File: src/rtl/micro_sequencer.sv
// Micro-sequencer for the microcode control store: owns uPC, IR, halt/illegal flags and the retired counter.
// Optional feature: define MSEQ_ILLEGAL_TRAP_EN to trap undefined opcodes in uPC 4'hF instead of treating them as NOP.
module micro_sequencer #(
    parameter int CNT_W = 16
) (
    input  logic             clk,
    input  logic             rst_n,
    input  logic             run,
    input  logic [18:0]      mem_data,
    input  logic             mem_ready,
    input  logic [1:0]       next,
    output logic [3:0]       upc,
    output logic [14:0]      r,
    output logic [3:0]       opcode,
    output logic             busy,
    output logic             halted,
    output logic             illegal,
    output logic [CNT_W-1:0] retired
);

    typedef enum logic [3:0] {
        U_FETCH0 = 4'h0, U_FETCH1 = 4'h1, U_DECODE = 4'h2,
        U_ADD0   = 4'h3, U_ADD1   = 4'h4, U_ADD2   = 4'h5,
        U_ADDI0  = 4'h6, U_ADDI1  = 4'h7, U_ADDI2  = 4'h8,
        U_RSV9   = 4'h9, U_RSVA   = 4'hA, U_RSVB   = 4'hB,
        U_RSVC   = 4'hC, U_RSVD   = 4'hD, U_HALT   = 4'hE,
        U_TRAP   = 4'hF
    } upc_e;

    localparam logic [1:0] NXT_INC  = 2'b00;
    localparam logic [1:0] NXT_DISP = 2'b01;
    localparam logic [3:0] OP_ADD   = 4'h0;
    localparam logic [3:0] OP_ADDI  = 4'h1;
    localparam logic [3:0] OP_HALT  = 4'hF;

    upc_e             upc_r, upc_nxt_s;
    logic [18:0]      ir_r, ir_nxt_s;
    logic             halted_r, halted_nxt_s;
    logic             illegal_r, illegal_nxt_s;
    logic             busy_r, busy_nxt_s;
    logic [CNT_W-1:0] retired_r, retired_nxt_s;

    // Next-uPC, IR load, flag and counter decisions, highest priority first.
    always_comb begin
        upc_nxt_s     = upc_r;
        ir_nxt_s      = ir_r;
        halted_nxt_s  = halted_r;
        illegal_nxt_s = illegal_r;
        retired_nxt_s = retired_r;
        if (upc_r == U_HALT || upc_r == U_TRAP) begin
            upc_nxt_s = upc_r;
        end else if (upc_r >= U_RSV9) begin
            // unused micro-states recover to fetch without side effects
            upc_nxt_s = U_FETCH0;
        end else if (upc_r == U_FETCH0 && !run) begin
            upc_nxt_s = U_FETCH0;
        end else if (upc_r == U_FETCH1) begin
            if (mem_ready) begin
                ir_nxt_s  = mem_data;
                upc_nxt_s = U_DECODE;
            end else begin
                upc_nxt_s = U_FETCH1;
            end
        end else begin
            case (next)
                NXT_INC: upc_nxt_s = upc_e'(upc_r + 4'd1);
                NXT_DISP: begin
                    case (ir_r[18:15])
                        OP_ADD:  upc_nxt_s = U_ADD0;
                        OP_ADDI: upc_nxt_s = U_ADDI0;
                        OP_HALT: begin
                            upc_nxt_s    = U_HALT;
                            halted_nxt_s = 1'b1;
                        end
                        default: begin
`ifdef MSEQ_ILLEGAL_TRAP_EN
                            upc_nxt_s     = U_TRAP;
                            illegal_nxt_s = 1'b1;
`else
                            upc_nxt_s     = U_FETCH0;
                            illegal_nxt_s = 1'b0;
`endif
                        end
                    endcase
                end
                default: begin
                    upc_nxt_s = U_FETCH0;
                    if (upc_r == U_ADD2 || upc_r == U_ADDI2) begin
                        retired_nxt_s = retired_r + {{(CNT_W-1){1'b0}}, 1'b1};
                    end else begin
                        retired_nxt_s = retired_r;
                    end
                end
            endcase
        end
        if (upc_nxt_s == U_FETCH0 || upc_nxt_s == U_HALT || upc_nxt_s == U_TRAP) begin
            busy_nxt_s = 1'b0;
        end else begin
            busy_nxt_s = 1'b1;
        end
    end

    // State and output registers with synchronous active-low reset.
    always_ff @(posedge clk) begin
        if (!rst_n) begin
            upc_r     <= U_FETCH0;
            ir_r      <= 19'h0_0000;
            halted_r  <= 1'b0;
            illegal_r <= 1'b0;
            busy_r    <= 1'b0;
            retired_r <= {CNT_W{1'b0}};
        end else begin
            upc_r     <= upc_nxt_s;
            ir_r      <= ir_nxt_s;
            halted_r  <= halted_nxt_s;
            illegal_r <= illegal_nxt_s;
            busy_r    <= busy_nxt_s;
            retired_r <= retired_nxt_s;
        end
    end

    assign upc     = upc_r;
    assign r       = ir_r[14:0];
    assign opcode  = ir_r[18:15];
    assign busy    = busy_r;
    assign halted  = halted_r;
    assign illegal = illegal_r;
    assign retired = retired_r;

endmodule
File: config.mk
export PLATFORM = sky130hd
export DESIGN_NAME = micro_sequencer
export DESIGN_NICKNAME = d
export VERILOG_FILES = /design/src/rtl/micro_sequencer.sv
export SDC_FILE = /design/constraint.sdc
export NUM_CORES = 1
export LEC_CHECK = 0
export BUFFER_PORTS_ARGS = -buffer_cell sky130_fd_sc_hd__buf_2
export CAP_MARGIN = 20
export CORE_MARGIN = 2
export CORE_UTILIZATION = 49
export DETAILED_ROUTE_END_ITERATION = 10
export PLACE_DENSITY = 0.79
export SLEW_MARGIN = 5
export SYNTH_ARGS = -nofsm -noshare
export SYNTH_HDL_FRONTEND = slang
export SYNTH_SLANG_ARGS = --single-unit
File: constraint.sdc
create_clock -name clk -period 2.24 [get_ports clk]
set_clock_uncertainty 0.15 [all_clocks]
set_input_delay 0.112 -clock clk [delete_from_list [all_inputs] [get_ports clk]]
set_output_delay 0.112 -clock clk [all_outputs]
set_load 0.02 [all_outputs]
==> summary.txt <==
Critical path
  – WP buf/inv: 1
  – Reg2reg path depth: 7
  – Slowest stage delay, CP: 510 ps
  – Crit-path max FO: 6
  – Required @ worst endpoint: 2270 ps
  – Reg2Reg Setup Slack: 130 ps
  – Arrival time worst endpoint: 2140 ps
  – Crit-path cells: inv_1 > ha_1 > nand4bb_4 > a2111oi_4 > nor3b_2 > xnor2_1 > nor2_1
  – CP Launch Type: flip-flop
  – Critical R2R Capture: retired[15]
  – Crit-path slowest cell: a2111oi_4
  – FF-to-FF Start: upc[1]
  – Crit Path Class: reg2reg
  – CP Capture Type: flip-flop
  – CP top delay family: simple AND/OR/NAND/NOR gates

GRT
  – Met3 Use GR: 5.41%
  – Gr ovfl total: 0
  – Met1 usage: 29.8%
  – Initial antenna violation count: 0
  – Gr busiest metal: met2
  – Largest net degree at the start of global routing: 20
  – Met2 Resource Use GR: 42.1%
  – Number of global-route vias before repair: 1,865
  – GRT Util Overall: 24.4%
  – First-pass GRT wire length: 8240 um

Clock tree
  – Post-CTS Setup Repair Bufs: 0
  – Root Driver: clkbuf_8
  – Worst-Skew Late Latency: 290 ps
  – Num CTS Buffers: 5
  – Clock Tree Buf Depth: 2
  – Clock transition at path regs: 80 ps
  – TritonCTS clock tree: done
  – H-tree levels: 2
  – CTS Sinks: 41

Pwr
  – Cell leakage power: 1.14 nW
  – Combinational share of power: 12.6%
  – Pwr Total: 1.46 mW
  – Worst vdd ir: 0.000511 V
  – Switching pwr: 355 uW
  – Sw Share: 24.3%
  – PwrDens: 548 nW/um^2
  – Clk pwr share: 36.1%
  – P_int: 1.10 mW
  – Reg power frac: 51.3%

Cells and area
  – P&R area growth vs syn: 37.9%
  – Nets@finish: 353
  – Layout cells sized above 1: 29.6%
  – ANT cells: 0

Worst hold path
  – Worst min-delay path startpoint: next[0]
  – Hold Path Depth: 4
  – Hold Crit Class: in2reg
  – Endpoint, Worst Hold: upc[2]

STA
  – Hold Slack: 181 ps
  – Fmax: 0.474 GHz
  – Final Setup Violations: 0
  – RSZ-0062 raised after global routing: false
  – Actual slew at the worst max-slew pin: 645 ps
  – Final min period: 2110 ps
  – Fin Setup TNS: 0 ps
  – Hold Fails Final Rpt: 0
  – Max Slew Vio Count: 0
  – Slew HR: 56.9%
  – Final Cycle Share: 94.1%

Synth
  – Top post-synthesis cells by area: dfxtp_1 43%, nand2_1 9.7%, a21oi_1 7.3%
  – Mapped Nets: 263
  – Post-synth top area share: 42.6%
  – Post-synthesis cell count: 233
  – Avg Cell Area, Syn: 8.28 sq um
  – Yosys warns: 0
  – Post-Syn Area: 1930 sq um
  – Area leader, netlist: dfxtp_1
  – Top post-synthesis cells by count: 50 x nand2_1, 41 x dfxtp_1, 28 x a21oi_1
  – Number of synthesized flops with an enable pin: 0
  – Synth cell types: 43
  – Count leader, synth: nand2_1
  – Sequential area share after synthesis: 42.6%
  – Top_reg_cell synth: dfxtp_1
  – Synthesized flop and latch total: 41
  – Synth async-reset ratio: 0%

Route
  – Routed len/inst: 13.6 um
  – DRC violations left: 0
  – ANT nets after route: 0
  – Overall routed net length: 5070 um
  – Vias post-DR: 2,006
  – Initial DRC count: 176
  – Routed vias/inst: 5.39
  – Drt first pass iters: 5

Outcome
  – Status: complete, no violations

Place
  – Port Buffer Count: 65
  – Dpl hpwl: 3230 um
  – Final GP Congestion: 0.940

Floorplan
  – Die ar.: 4450 sq um
  – Core Region: 3720 sq um
  – Die Span X: 66.7 um
  – Chip height: 66.7 um
  – Cell Rows: 22
  – Initial Util: 51.9%
  – IO Pins: 67

Job
  – Max_cap viols: 0
power groups by stage:
stage / registers, mW / clock network, mW / logic (mW)
floorplan: 0.781 / 0 / 0.0732
global placement: 0.764 / 0 / 0.147
detailed placement: 0.765 / 0 / 0.149
CTS: 0.748 / 0.539 / 0.177
global route: 0.750 / 0.570 / 0.199
finish: 0.748 / 0.526 / 0.184
cells in the final DEF (no fill, tap or decap), drive strengths merged, types with 3 or more instances in the layout:
cell type | synthesis | layout
o22ai | 3 | 3
buf | 6 | 74
nand3 | 5 | 5
xor2 | 3 | 3
nor2 | 21 | 21
clkbuf | 5 | 7
a21oi | 28 | 28
nor3 | 5 | 5
xnor2 | 11 | 11
o21ai | 6 | 6
inv | 7 | 7
or3 | 3 | 3
ha | 5 | 5
and4 | 4 | 4
dfxtp | 41 | 41
dlygate4sd3 | 0 | 20
nand2 | 50 | 50
stage by stage:
step | util, % | cell area (sq um) | setup WS, ps | cells
after floorplan | - | 1930 | 98.8 | 233
after global placement | 62.8 | 2330 | 205 | 344
after detailed placement | 62.8 | 2330 | 116 | 344
after CTS | 70.9 | 2630 | 74.6 | 372
after global routing | 71.5 | 2660 | 3.20 | 372
final | 71.5 | 2660 | 133 | 372
state kept, by name, indices dropped and copies added (netlist names):
name     flops
busy         1
retired     16
upc          4
halted       1
ir_r        19
timing repair:
item,4_1_cts,5_1_grt
endpoints found under the hold margin,20,0
hold buffers,20,0
setup endpoints to repair,0,2
resized for setup,0,4
worst reg2reg max path: cells and delay by family (launching register included):
kind                       cells  cell delay [ps]
DFF                            1              330
and+or+nand+nor                3              590
xor gates and xnor gates       1              140
AOI/OAI and AO/OA              1              510
adders and majority gates      1              230
buffers and inverters          1               50
per-layer routing:
metal / vias up / routed length, um / share of wire, %
met3: 10 / 358 / 7.1
met2: 87 / 2460 / 48
met1: 936 / 2180 / 43
met5: - / 0 / 0
li1: 973 / - / -
met4: 0 / 75 / 1.5
cell type report:
type	instances	area [sq um]
Multi-Input combinational cell	174	1060
Timing Repair Buffer	94	593
Tap cell	48	60.1
Clock inverter	1	5.00
Clock buffer	7	96.3
Fill cell	312	1060
Sequential cell	41	822
Inverter	7	26.3
kinds of logic (layout without fill, tap and decap cells):
group           Yosys count  in the layout  share of synthesized area (%)
compound gates           48             48                           15.6
xor+xnor                 14             14                           6.36
fa+ha+maj                 5              5                           3.24
buf+inv                  18            109                           4.28
flops                    41             41                           42.6
mux                       2              2                           1.10
other cells               1              1                          0.194
simple gates            104            104                           26.6
how the worst max path moves through the flow:
stage                       from           to  slack [ps]  depth (start not counted)
after floorplan           upc[0]         busy         100                          7
after global placement    upc[1]  retired[15]         200                          7
after detailed placement  upc[1]  retired[15]         120                          7
after CTS                 upc[3]         busy          70                          5
after global routing      upc[1]  retired[15]           3                          7
final                     upc[1]  retired[15]         130                          7
Note: power is estimated with default switching activity, not from simulation.
